===== src/rtl/prio_encoder_stream.sv =====
// Registered streaming priority encoder with valid/ready on both sides; DRAIN=1 emits one beat per set bit.
// Optional ENCODER_ERR_CNT_EN macro builds a saturating counter of multi-bit vectors on err_count.
module prio_encoder_stream #(
  parameter int IN_WIDTH  = 16,
  parameter int MSB_FIRST = 0,
  parameter int DRAIN     = 0
) (
  input  logic                        clk,
  input  logic                        rst_n,
  input  logic                        enable,
  input  logic                        in_valid,
  output logic                        in_ready,
  input  logic [IN_WIDTH-1:0]         encoder_in,
  output logic                        out_valid,
  input  logic                        out_ready,
  output logic [$clog2(IN_WIDTH)-1:0] binary_out,
  output logic                        out_hit,
  output logic                        out_last,
  output logic                        out_multi,
  output logic [7:0]                  err_count
);
  localparam int OUT_W = $clog2(IN_WIDTH);

  typedef enum logic {IDLE = 1'b0, HOLD = 1'b1} state_t;

  state_t              state_q, state_d;
  logic [IN_WIDTH-1:0] resid_q, resid_d;
  logic [OUT_W-1:0]    bin_q, bin_d;
  logic                hit_q, hit_d, last_q, last_d, multi_q, multi_d;
  logic [IN_WIDTH-1:0] eff, src, rem;
  logic [OUT_W-1:0]    sel;
  logic                accept, beat_done;

  // Later loop iterations overwrite earlier ones, so the last set bit visited wins.
  function automatic logic [OUT_W-1:0] pick(input logic [IN_WIDTH-1:0] v);
    pick = '0;
    for (int i = 0; i < IN_WIDTH; i++) begin
      if (MSB_FIRST != 0) begin
        if (v[i]) pick = OUT_W'(i);
      end else begin
        if (v[IN_WIDTH-1-i]) pick = OUT_W'(IN_WIDTH-1-i);
      end
    end
  endfunction

  assign out_valid  = (state_q == HOLD);
  assign in_ready   = (state_q == IDLE) || (out_valid && out_ready && last_q);
  assign accept     = in_valid && in_ready;
  assign beat_done  = out_valid && out_ready;
  assign binary_out = bin_q;
  assign out_hit    = hit_q;
  assign out_last   = last_q;
  assign out_multi  = multi_q;

  always_comb begin
    eff     = enable ? encoder_in : '0;
    src     = accept ? eff : resid_q;
    sel     = pick(src);
    rem     = src & ~(IN_WIDTH'(1) << sel);
    state_d = state_q;
    resid_d = resid_q;
    bin_d   = bin_q;
    hit_d   = hit_q;
    last_d  = last_q;
    multi_d = multi_q;
    if (accept) begin
      state_d = HOLD;
      bin_d   = sel;
      hit_d   = |eff;
      last_d  = (DRAIN == 0) || (rem == '0);
      multi_d = |(eff & (eff - IN_WIDTH'(1)));
      resid_d = (DRAIN != 0) ? rem : '0;
    end else if (beat_done) begin
      if (last_q) begin
        state_d = IDLE;
      end else begin
        // Residual is non-zero here, so the next pick is always a real bit.
        bin_d   = sel;
        hit_d   = 1'b1;
        last_d  = (rem == '0);
        resid_d = rem;
      end
    end
  end

  always_ff @(posedge clk or negedge rst_n) begin
    if (!rst_n) begin
      state_q <= IDLE;
      resid_q <= '0;
      bin_q   <= '0;
      hit_q   <= 1'b0;
      last_q  <= 1'b0;
      multi_q <= 1'b0;
    end else begin
      state_q <= state_d;
      resid_q <= resid_d;
      bin_q   <= bin_d;
      hit_q   <= hit_d;
      last_q  <= last_d;
      multi_q <= multi_d;
    end
  end

`ifdef ENCODER_ERR_CNT_EN
  logic [7:0] err_q;
  always_ff @(posedge clk or negedge rst_n) begin
    if (!rst_n)                                   err_q <= 8'd0;
    else if (accept && multi_d && err_q != 8'hFF) err_q <= err_q + 8'd1;
  end
  assign err_count = err_q;
`else
  assign err_count = 8'd0;
`endif

endmodule


===== config.mk =====
export PLATFORM = sky130hd
export DESIGN_NAME = prio_encoder_stream
export DESIGN_NICKNAME = d
export VERILOG_FILES = /design/src/rtl/prio_encoder_stream.sv
export SDC_FILE = /design/constraint.sdc
export NUM_CORES = 1
export LEC_CHECK = 0
export CORE_ASPECT_RATIO = 1.75
export CORE_UTILIZATION = 50
export CTS_CLUSTER_SIZE = 8
export DETAILED_ROUTE_END_ITERATION = 8
export GPL_ROUTABILITY_DRIVEN = 0
export PLACE_DENSITY = 0.89
export SETUP_SLACK_MARGIN = 0.5
export SLEW_MARGIN = 20
export SYNTH_ARGS = -nofsm -noshare
export SYNTH_HDL_FRONTEND = slang
export SYNTH_SLANG_ARGS = --single-unit
export TNS_END_PERCENT = 5

===== constraint.sdc =====
create_clock -name clk -period 5.3 [get_ports clk]
set_input_delay 1.06 -clock clk [delete_from_list [all_inputs] [get_ports clk]]
set_output_delay 1.06 -clock clk [all_outputs]
set_load 0.01 [all_outputs]

# == After elaboration in Yosys (flattened, before gate mapping) ==
# Cells that the tools add are included.
# word_totals
output_inout_bits,17
wordCells,57
input_bits,21
latchBits,0
mem_bits_ro,0
register_bits,24
mem_bits_rw,0
memories,0
# classes
n_reduce_logical,11
n_mux,33
order_cmp,0
eq_ne,1
add_sub_neg,1
mul,0
div_mod_pow,0
shifts,1
n_bitwise,4
# ops
op,n
16-bit two-way mux,5
4-bit two-way mux,19
16-bit AND,2
16-bit OR reduction,2
16-bit zero test,1
16-bit inverter,1
1-bit by 4-bit left shift with 16-bit output (first input constant),1
16-bit by 1-bit subtractor with 16-bit output (second input constant),1
1-bit two-way mux,9
2-bit AND reduction,2
2-bit nonzero test,2
1-bit logical AND,3
2-bit by 1-bit != test with 1-bit output (second input constant),1
1-bit logical OR,1
1-bit inverter,1

# == Logic depth before layout (Yosys ltp) ==
# logic_depth
word_depth,28
mapped_depth,10
ltp_nobuf,8

# == Worst setup path after synthesis ==
# No wires, ideal clock.
# synth_path
path_type,input port to flip-flop
from,input encoder_in[9]
to,"register last_q, in the netlist out_last"
required_ps,5173
slack_ps,2426
path_stages,10
setup_ps,127
arrival_time_ps,2746
path_buffers,2
path_cell_list,clkbuf_1 nor2b_1 nor4b_1 o311a_1 o221ai_2 and3_1 buf_6 a221o_1 a21oi_2 o41ai_2
# synth_via
elab_chain_len,19
# synth_rtl
item,line,text
start: declaration,13,"input logic [IN_WIDTH-1:0] encoder_in,"
16-bit two-way mux *,56,eff = enable ? encoder_in : '0;
16-bit two-way mux *,57,src = accept ? eff : resid_q;
4-bit two-way mux (10 in series),41,if (v[IN_WIDTH-1-i]) pick = OUT_W'(IN_WIDTH-1-i);
1-bit by 4-bit left shift with 16-bit output,59,rem = src & ~(IN_WIDTH'(1) << sel);
16-bit inverter,59,
16-bit AND *,59,
16-bit zero test *,80,last_d = (rem == '0);
1-bit two-way mux *,74,if (last_q) begin
1-bit two-way mux *,73,end else if (beat_done) begin
1-bit two-way mux *,66,if (accept) begin
end signal: assignment,99,last_q <= last_d;
end: declaration,29,"logic hit_q, hit_d, last_q, last_d, multi_q, multi_d;"
# Mark *: on every way between the ends. The rest lies on a longest branch, timed or not. The select of a mux whose other input is x is not followed.
# A chain may end at the register's enable or synchronous reset.

# == Worst setup path in the final report ==
# layout_path
from,input out_ready
to,"register last_q, in the netlist out_last"
# layout_via
elab_chain_len,28
word_cells_on_any_way,29
cone_classes,1 x shift; 20 x mux; 2 x bitwise; 6 x reduce/logical
# layout_rtl
item,line,text
start: declaration,15,"input logic out_ready,"
1-bit logical AND *,"47, 49",
1-bit logical AND,47,assign in_ready = (state_q == IDLE) || (out_valid && out_ready && last_q);
1-bit logical OR,47,
1-bit logical AND,48,assign accept = in_valid && in_ready;
16-bit two-way mux,57,
4-bit two-way mux (16 in series),41,
1-bit by 4-bit left shift with 16-bit output,59,
16-bit inverter,59,
16-bit AND,59,
16-bit zero test,80,
1-bit two-way mux,74,
1-bit two-way mux,73,
1-bit two-way mux,66,
# Marked as above.

==> results.toml <==
[run_status]
status = "completed"

[clocking]
htree_levels = 1
holdBufCountCts = 0
clockBufferDepth = 2
cts_buffers = 3
clk_latency_ns = 0.27
post-cts-setup-buffer-count = 0
cts_tree = "built"
cts_num_sinks = 24
cts_root_buf = "clkbuf_8"
ctsResizeCount = 0
cts.clk_slew.worst_paths_ns = 0.09

[critical_path]
crit_type = "in -> reg"
cp-startpoint = "out_ready"
rr_worst_depth = 8
cp-endpoint = "out_last"
crit_fanout = 31
r2r-end = "out_last"
required_ns = 5.45
arrival_ns = 4.06
r2r-start = "out_last"
start_kind = "primary input"
endpoint_kind = "flop"
regToRegSetupSlack_ns = 2.18

[logic_synthesis]
seq_area_frac_synth_pct = 29.1
synth-main-ff-cell = "dfrtp_1"
synth_common_cells = "a21oi_1 (32), nand2_1 (32), nor2_1 (32), dfrtp_1 (24), buf_4 (10)"
synth_top_area_share_pct = 29.1
ys_types = 66
synth_area_per_cell_um2 = 7.98
syn_inst = 259
netlist_area_mm2 = 0.00207
ys_warn_count = 0
synth_top_area_cell = "dfrtp_1"
synth_seq_cells = 24
ys_top_cells_by_area = "dfrtp_1 (29%), a21oi_1 (7.7%), nand2_1 (5.8%)"
async_reset_ff_share_pct = 100
synth_enable_flop_cells = 0

[place]
port_buffers = 29
place_ws_ns = 1.20
dp_cells = 320
dp_hpwl_mm = 4.76
postPlaceCellArea_mm2 = 0.00228

[sta]
rsz0062_at_grt = "no"
holdWs_ns = 0.480
fmax_mhz = 256
setup_violations = 0
finalSetupTns_ns = 0
setup_ws_ns = 1.40
slew_headroom_pct = 30.8
tightest_slew_ns = 1.04
finalHoldViolCount = 0
skew_ns = 0.00889
drv_slew = 0
fin_crit_ns = 3.90
min_period_over_period_pct = 73.6

[detailed_routing]
drt_iter0_drc = 180
via_per_inst = 6.90
dr.pass1.iters = 7
drtAntennaViolNets = 0
dr_total_vias = 2230
post_drt_wl_per_cell_um = 19.7
wl_mm = 6.36
drc_errors = 0

[global_route]
grt_start_max_net_pins = 32
antenna_found_initial = 0
grt-ovfl-total = 0
first_global_vias = 2157
grt_pass1_wl_mm = 10.2
grt_util_all_layers_pct = 31.4

[run]
max-cap-violations = 0

[final_layout]
final_area_mm2 = 0.00232
instances_no_fill = 323
num-nets-final = 298
syn_to_final_growth_pct = 12.2
layout-drive-gt1-share_pct = 10.5
utilization_pct = 59.4
fillers = 353
antennaDiodeCount = 0

[floorplanning]
die_x_um = 50.6
coreArea_mm2 = 0.00390
die_height_um = 87.1
fp.dieArea_mm2 = 0.00441
ioPinCount = 38
placementRows = 30
initial_core_util_pct = 52.9

[power]
p_leak_nw = 0.895
p_per_area_mw_per_mm2 = 180
vdd_drop_max_mv = 0.119
power_uw = 417

[worst_hold_path]
hold_path.class = "reg -> reg"
holdPathStages = 2
worst min-delay path by stage:
| stage | start | to | slack (ns) |
|---|---|---|---|
| 2_1_floorplan | binary_out[2] | binary_out[2] | 0.52 |
| 3_3_place_gp | binary_out[3] | binary_out[3] | 0.46 |
| 3_5_place_dp | binary_out[2] | binary_out[2] | 0.47 |
| 4_1_cts | binary_out[2] | binary_out[2] | 0.48 |
| 5_1_grt | binary_out[2] | binary_out[2] | 0.54 |
| 6_report | binary_out[2] | binary_out[2] | 0.48 |
placed cells by master, fill, tap and decap left out, drive strengths merged, types with 3 or more instances in the layout:
cell           count
o31ai              7
or4                3
nand3              4
clkdlybuf4s50     28
nor3               4
inv                8
clkbuf             3
conb               8
mux2               3
nand2             32
a21oi             35
a22oi              7
nor4               5
a211oi             4
o41ai              3
a31oi              4
dfrtp             24
nor2b              6
a221oi             3
o311a              3
o21ai             10
nand2b             3
nor2              32
cells by family after synthesis:
logic type	after synthesis	share of synthesized area, %
DFF	24	29.1
other	1	0.181
buffers and inverters	31	9.20
muxes	3	1.63
adders and majority gates	2	1.03
and+or+nand+nor	100	23.8
AOI/OAI and AO/OA	98	35.1
registers in the layout, indices dropped and copies added, names as in the netlist:
signal and cells:
resid_q 16, out_last 1, out_multi 1, out_hit 1
binary_out 4, out_valid 1
metal layers:
layer	track usage [%]	wire, µm	vias up
met1	34.7	2130	1010
met5	0	0	-
met3	3.49	545	50
met2	53.7	3200	178
met4	23.7	482	0
li1	-	-	992
critical path, cell delays in order:
cell	delay (ns)
clkdlybuf4s50_1	0.51
a21bo_4	0.18
nand2_1	0.60
a2111oi_0	0.61
a21oi_1	0.18
and3_1	0.30
a221o_1	0.37
a21oi_2	0.15
o41ai_2	0.06
area by class of cell:
cell class	count	area, µm²	share of cell area (%)
repair buffers	29	285	12.3
flip-flops and latches	24	601	25.9
clock buffers	3	41.3	1.78
inverters	8	30.0	1.29
well taps	48	60.1	2.59
multi-input cells	211	1300	56.1
power breakdown:
group	switching, mW	internal, mW	total (mW)
Sequential	0.00370	0.188	0.192
Combinational	0.0683	0.0470	0.115
Clock	0.0584	0.0510	0.109
Total	0.130	0.286	0.417
(Power assumes the default switching activity.)
